### config.mk
export PLATFORM = sky130hd
export DESIGN_NAME = nibble_serial_add_ctrl
export DESIGN_NICKNAME = d
export VERILOG_FILES = /design/src/rtl/nibble_serial_add_ctrl.sv
export SDC_FILE = /design/constraint.sdc
export NUM_CORES = 1
export LEC_CHECK = 0
export ABC_AREA = 1
export CORE_MARGIN = 8
export CORE_UTILIZATION = 45
export DETAILED_ROUTE_END_ITERATION = 16
export GPL_ROUTABILITY_DRIVEN = 0
export PLACE_DENSITY = 0.82
export SLEW_MARGIN = 20
export SYNTH_ARGS = -nofsm -noshare
export SYNTH_HDL_FRONTEND = slang
export SYNTH_SLANG_ARGS = --single-unit
### constraint.sdc
create_clock -name clk -period 1.9 [get_ports clk]
set_input_delay 0.57 -clock clk [delete_from_list [all_inputs] [get_ports clk]]
set_output_delay 0.57 -clock clk [all_outputs]
set_load 0.01 [all_outputs]
### src/rtl/nibble_serial_add_ctrl.sv
// nibble_serial_add_ctrl
// Drives an external combinational 4-bit adder one nibble per cycle. The
// nibbles go LSB first and the carry is chained from one nibble to the next.
// The adder result is collected into a WIDTH-bit sum. The block also returns
// carry-out and two's-complement overflow over a valid/ready handshake.
// Optional feature macro: NIBBLE_ADD_SUB_EN. When it is defined, a 'sub'
// input is added and the block computes A-B by inverting B and seeding the
// carry with 1.
module nibble_serial_add_ctrl #(
    parameter int WIDTH = 16
) (
    input  logic             clk,
    input  logic             rst_n,
    input  logic             in_valid,
    output logic             in_ready,
    input  logic [WIDTH-1:0] op_a,
    input  logic [WIDTH-1:0] op_b,
    input  logic             cin,
`ifdef NIBBLE_ADD_SUB_EN
    input  logic             sub,
`endif
    output logic [3:0]       add_a,
    output logic [3:0]       add_b,
    output logic             add_c,
    input  logic [4:0]       add_s,
    output logic             out_valid,
    input  logic             out_ready,
    output logic [WIDTH-1:0] sum,
    output logic             cout,
    output logic             ovf
);

    localparam int NIB   = WIDTH / 4;
    localparam int IDX_W = (NIB > 1) ? $clog2(NIB) : 1;
    localparam logic [IDX_W-1:0] LAST_IDX = IDX_W'(NIB - 1);

    typedef enum logic [1:0] {
        IDLE = 2'd0,
        RUN  = 2'd1,
        DONE = 2'd2
    } state_t;

    state_t             state_q, state_d;
    logic [WIDTH-1:0]   a_q, a_d;
    logic [WIDTH-1:0]   b_q, b_d;
    logic [WIDTH-1:0]   sum_q, sum_d;
    logic [IDX_W-1:0]   idx_q, idx_d;
    logic               carry_q, carry_d;
    logic               cout_q, cout_d;
    logic               ovf_q, ovf_d;

    logic               accept;
    logic               last_nib;
    logic [WIDTH-1:0]   b_eff;
    logic               seed;
    logic [3:0]         a_nib [NIB];
    logic [3:0]         b_nib [NIB];

    assign accept   = in_valid && (state_q == IDLE);
    assign last_nib = (idx_q == LAST_IDX);

`ifdef NIBBLE_ADD_SUB_EN
    // Subtraction is A + ~B + 1, so the caller's cin does not apply then.
    assign b_eff = sub ? ~op_b : op_b;
    assign seed  = sub ? 1'b1 : cin;
`else
    assign b_eff = op_b;
    assign seed  = cin;
`endif

    // Split the latched operands into nibble lanes so the RUN mux is a simple array index.
    generate
        for (genvar gi = 0; gi < NIB; gi++) begin : g_nib
            assign a_nib[gi] = a_q[4*gi +: 4];
            assign b_nib[gi] = b_q[4*gi +: 4];
        end
    endgenerate

    // State register and datapath registers; reset may hit at any point, including mid-RUN.
    always_ff @(posedge clk or negedge rst_n) begin
        if (!rst_n) begin
            state_q <= IDLE;
            a_q     <= '0;
            b_q     <= '0;
            sum_q   <= '0;
            idx_q   <= '0;
            carry_q <= 1'b0;
            cout_q  <= 1'b0;
            ovf_q   <= 1'b0;
        end else begin
            state_q <= state_d;
            a_q     <= a_d;
            b_q     <= b_d;
            sum_q   <= sum_d;
            idx_q   <= idx_d;
            carry_q <= carry_d;
            cout_q  <= cout_d;
            ovf_q   <= ovf_d;
        end
    end

    // Next-state logic: IDLE -> RUN on accept, RUN -> DONE after the last nibble, DONE -> IDLE on out_ready.
    always_comb begin
        state_d = state_q;
        case (state_q)
            IDLE:    if (accept)    state_d = RUN;
            RUN:     if (last_nib)  state_d = DONE;
            DONE:    if (out_ready) state_d = IDLE;
            default:                state_d = IDLE;
        endcase
    end

    // Datapath next values: latch operands on accept, then fold in one adder result per RUN cycle.
    always_comb begin
        a_d     = a_q;
        b_d     = b_q;
        sum_d   = sum_q;
        idx_d   = idx_q;
        carry_d = carry_q;
        cout_d  = cout_q;
        ovf_d   = ovf_q;
        case (state_q)
            IDLE: begin
                if (accept) begin
                    a_d     = op_a;
                    b_d     = b_eff;
                    carry_d = seed;
                    idx_d   = '0;
                end
            end
            RUN: begin
                for (int i = 0; i < NIB; i++) begin
                    if (idx_q == IDX_W'(i)) begin
                        sum_d[4*i +: 4] = add_s[3:0];
                    end
                end
                carry_d = add_s[4];
                idx_d   = idx_q + IDX_W'(1);
                if (last_nib) begin
                    cout_d = add_s[4];
                    // add_s[3] is the sum MSB being written in this same cycle.
                    ovf_d  = (a_q[WIDTH-1] == b_q[WIDTH-1]) && (add_s[3] != a_q[WIDTH-1]);
                end
            end
            default: ;
        endcase
    end

    // Outputs: the handshake flags are decoded from the state; the adder inputs are live only in RUN.
    always_comb begin
        in_ready  = (state_q == IDLE);
        out_valid = (state_q == DONE);
        add_a     = 4'd0;
        add_b     = 4'd0;
        add_c     = 1'b0;
        if (state_q == RUN) begin
            add_a = a_nib[idx_q];
            add_b = b_nib[idx_q];
            add_c = carry_q;
        end
    end

    assign sum  = sum_q;
    assign cout = cout_q;
    assign ovf  = ovf_q;

endmodule

* Word level (Yosys, flattened, before mapping)
Cells that the tools add are included.
** Storage, ports and cells
- Flip-flop bits (word level) :: 55
- Word-level logic and storage cells :: 53
** Operators by class
- Add/subtract/negate cells :: 1
- Magnitude comparators :: 1
- Eq/ne operators :: 10
- Multiplexer cells :: 17
- Bitwise logic cells :: 1
- Reductions and logical operators :: 12
** Operators with widths (count)
- 4-bit two-way mux :: 6
- 4-bit binary-select mux with 2-bit select :: 2
- 2-bit AND reduction :: 6
- 2-bit two-way mux :: 4
- 2-bit == test (second input constant) :: 3
- 2-bit one-hot mux with 3 select lines :: 1
- 2-bit by 1-bit == test with 1-bit output (second input constant) :: 2
- 2-bit logical NOT :: 2
- 2-bit by 1-bit != test with 1-bit output (second input constant) :: 2
- 2-bit one-hot mux with 2 select lines :: 1
- 3-bit >= comparator (second input constant) :: 1
- 2-bit NOT with 3-bit output :: 1
- 3-bit AND reduction :: 1
- 2-bit by 1-bit adder with 2-bit output (second input constant) :: 1
- 1-bit logical AND :: 2
- 1-bit two-way mux :: 2
- 2-bit != test (second input constant) :: 1
- 1-bit one-hot mux with 2 select lines :: 1
- 2-bit nonzero test :: 1
- 1-bit == test :: 1
- 1-bit != test :: 1

* Longest topological paths before layout
- Depth after elaboration :: 5
- Mapped depth :: 7

* Worst setup path after synthesis
OpenSTA, ideal clock, no wires.
- Path kind :: reg2out
- Start :: reg idx_q[0]
- End :: out add_a[2]
- Arrival time :: 1.086 ns
- Path slack :: 0.244 ns
- Stages on the path, launching flop included :: 7
- Path through :: dfrtp_1 -> buf_4 -> inv_2 -> buf_2 -> nand2_1 -> nand3_1 -> a21oi_1
** On the way
- Longest elaborated chain between the ends :: 5
** Ends and longest elaborated chain
- start, declared :: line 47 : logic [IDX_W-1:0] idx_q, idx_d;
- start signal, assigned :: line 95 : idx_q <= idx_d;
- 2-bit NOT with 3-bit output (implied by the code) :: line 157 : add_a = a_nib[idx_q];
- 4-bit binary-select mux with 2-bit select :: line 157
- 4-bit two-way mux (implied by the code) (2 in series) :: line 157
- 4-bit two-way mux :: line 156 : if (state_q == RUN) begin
- end, declared :: line 22 : output logic [3:0] add_a,
No other way between the ends. The select of a mux whose other input is x is not followed.

* Worst setup path after layout
- Start :: reg idx_q[0]
- End :: out add_b[0]
** On the way
- Longest elaborated chain between the ends :: 5
** Ends and longest elaborated chain
- 2-bit NOT with 3-bit output (implied by the code) :: line 158 : add_b = b_nib[idx_q];
- 4-bit binary-select mux with 2-bit select :: line 158
- 4-bit two-way mux (implied by the code) (2 in series) :: line 158
- 4-bit two-way mux :: line 156
- end, declared :: line 23 : output logic [3:0] add_b,
No other way between the ends. The select of a mux whose other input is x is not followed.

==> summary.txt <==
Detailed routing
  – Via/cell ratio: 4.92
  – DRT iter0 DRCs: 131
  – Final WL: about 6.3 mm
  – Routed wire per std cell: 14.0 um
  – Initial DRT Pass Iterations: 4
  – Antenna Nets Post-Route: 0
  – DRC: 0
  – Vias: 2,209

Setup path
  – Crit-path cells: buf_2 > nand2_1 > nand3_1 > a21oi_2 > buf_2
  – R2R setup slack: 400 ps
  – WP data arrival: between 1000 and 1500 ps
  – Most frequent CP cell: buf_2
  – CP startpoint kind: flip-flop
  – Worst EP required: 1330 ps
  – Setup CP Type: flip-flop to output port
  – CP max FO: 4
  – Slowest CP cell: dfrtp_2
  – Critical Path End Type: output port
  – Crit path largest cell delay: 460 ps

Logic synthesis
  – Async SR Flop Fraction: 100%
  – Synth top area share: 55.4%
  – Ys Warns: 0
  – Post-synth top area cell: dfrtp_1
  – Mux cell area share after synthesis: 0%
  – Post-Syn Area per Cell: between 8 and 9 sq um
  – Post-Syn Nets: 340
  – Simple-Gate Fraction of Synth Area: between 10% and 20%
  – Largest family of logic cells by synthesized area: simple AND/OR/NAND/NOR gates
  – Netlist cell types: 20
  – Post-synthesis sequential area ratio: 55.4%
  – Area contributors post-synth: dfrtp_1, nand2_1, a21oi_1
  – XOR/XNOR share of the synthesized area: 0%
  – #FFs+latches synth: 55
  – Adder-Cell Fraction of Synth Area: under 10%
  – Main synth FF type: dfrtp_1
  – Syn Inst Count: between 200 and 300
  – Post-synthesis compound-gate area fraction: 13.0%
  – Cell Area, Synth: about 2500 sq um
  – Number of synthesized flops with an enable pin: 0

Clocking
  – Hold buffer count at cts: 0
  – Maximum clock path buffer count: 2
  – CTS Sinks: between 50 and 60
  – Worst skew pair latency: about 310 ps
  – Post-CTS Setup Bufs: 0
  – Total CTS buffers: 5
  – Clk root buf: clkbuf_8
  – H-Tree Depth: 2
  – CTS clk-pin slew, worst paths: ~100 ps
  – CTS tree: done

Global routing
  – Initial antenna violation count: 0
  – Overall global routing resource usage: ~16%
  – Vias in the first global route: 2,339
  – Largest net degree at the start of global routing: 56
  – Global-route wire length before repair: 10.8 mm
  – Grt total ovfl: 0

Floorplan
  – Rows: 27
  – Die W: 90.3 um
  – Die Y-Extent: 90.3 um
  – Starting Density: between 40% and 50%
  – Core area: ~5400 sq um
  – I/O pin cnt: 71
  – Die area: 8160 sq um

Hold path
  – Class of the worst hold path: primary input to async pin

Layout
  – Syn-to-layout area delta: 39.1%
  – Layout cells sized above 1: 15.9%
  – Most frequent cells in the layout: nand2_1, clkdlybuf4s50_1, dfrtp_1
  – Diode count: 0
  – Layout net count: 422
  – Finished Cell Area: 3460 sq um

Pwr
  – Max VDD drop: 0.000765 V
  – Power consumption: roughly 0.0056 W
  – Pleak: around 1.7 nW
  – Power per cell area: between 1500 and 2000 nW/um^2

Placed design
  – Placed Area: 3330 sq um
  – Hpwl dp: 4.58 mm
  – Number of port buffers: 70

Run
  – Max cap viols: 0

STA
  – Worst setup margin: -59.5 ps
  – Worst Tran Pin Value: ~460 ps
  – Relative slew slack: between 60% and 70%
  – RSZ-0062 raised after global routing: true
  – Max Fclk: 0.510 GHz
  – Slew Limit Fails: 0
  – Clock skew: 4.44 ps
  – Worst hold slack: 237 ps
  – Tmin final: just under 2000 ps
  – Fin crit share: 103%
  – Final setup fails: 7
  – Final Hold Fails: 0

Status
  – Failing checks: setup timing
  – Status: complete, but fails checks
repair_timing:
action	CTS	global route
pin swaps	1	3
gates cloned	0	1
setup endpoints to repair	11	9
gates resized for setup	46	12
path summary, 6_finish.rpt:
kind / endpoint / startpoint / depth (start not counted)
max: add_b[0] / idx_q[0] / 5
min: sum[14] / rst_n / 2
max reg2reg: cout / idx_q[0] / 6
min reg2reg: ovf / ovf / 2
max in group asynchronous: idx_q[0] / rst_n / 2
min in group clk: ovf / ovf / 2
cell usage after synthesis (2+ instances only):
| cell type | count |
|---|---|
| a21oi_1 | 38 |
| a21oi_2 | 2 |
| buf_2 | 5 |
| buf_6 | 6 |
| dfrtp_1 | 55 |
| ha_1 | 4 |
| inv_1 | 39 |
| inv_2 | 2 |
| nand2_1 | 61 |
| nand2_2 | 2 |
| nand3_1 | 20 |
| nor2_1 | 34 |
| o21ai_0 | 15 |
| o21ai_1 | 5 |
layer usage:
metal  GRT usage, %  vias to the layer above  part of all wire, %
met5              0                        -                    0
met4           5.69                        0                  2.4
met3           4.24                       14                  5.3
met2           25.6                       70                   47
met1           20.0                     1042                   45
li1               -                     1083                    -
stage by stage:
step | TNS [ps] | utilization, % | cells | worst slack [ps]
final | -157 | 64.0 | 449 | -59.5
after global routing | -762 | 64.0 | 449 | -134
after CTS | -184 | 63.1 | 448 | -55.2
after detailed placement | -592 | 61.7 | 440 | -121
after global placement | -487 | 61.7 | 440 | -86.0
after floorplan | 0 | - | 294 | 244
sequential cells by signal, summed over array words and instances, names as in the netlist:
register / flops
sum: 16
carry_q: 1
ovf: 1
a_q: 16
state_q: 2
idx_q: 2
cout: 1
b_q: 16
layout make-up:
cell class                      instances  area [sq um]
Inverter                               42           160
Multi-Input combinational cell        184           915
Fill cell                             486          1950
Clock buffer                            5          68.8
Clock inverter                          3          20.0
Timing Repair Buffer                   88           826
Sequential cell                        55          1380
Tap cell                               72          90.1
power breakdown:
group	leakage, nW	internal [W]	total (W)	switching, W
combinational	1.04	0.00136	0.00302	0.00166
clock	0.0402	0.000257	0.000632	0.000375
sequential	0.629	0.00173	0.00196	0.000225
critical path: cells and delay by family, from the launching register on:
family	cells	cell delay (ps)
AO/OA/AOI/OAI	1	150
buffers and inverters	2	300
AND/OR/NAND/NOR	2	170
flip-flops	1	460
cells by family (layout without fill, tap and decap cells):
logic type      count (synthesis)  count (layout)
simple gates                  118             118
compound gates                 62              62
flops                          55              55
buf+inv                        55             138
fa+ha+maj                       4               4
(Power assumes the default switching activity.)
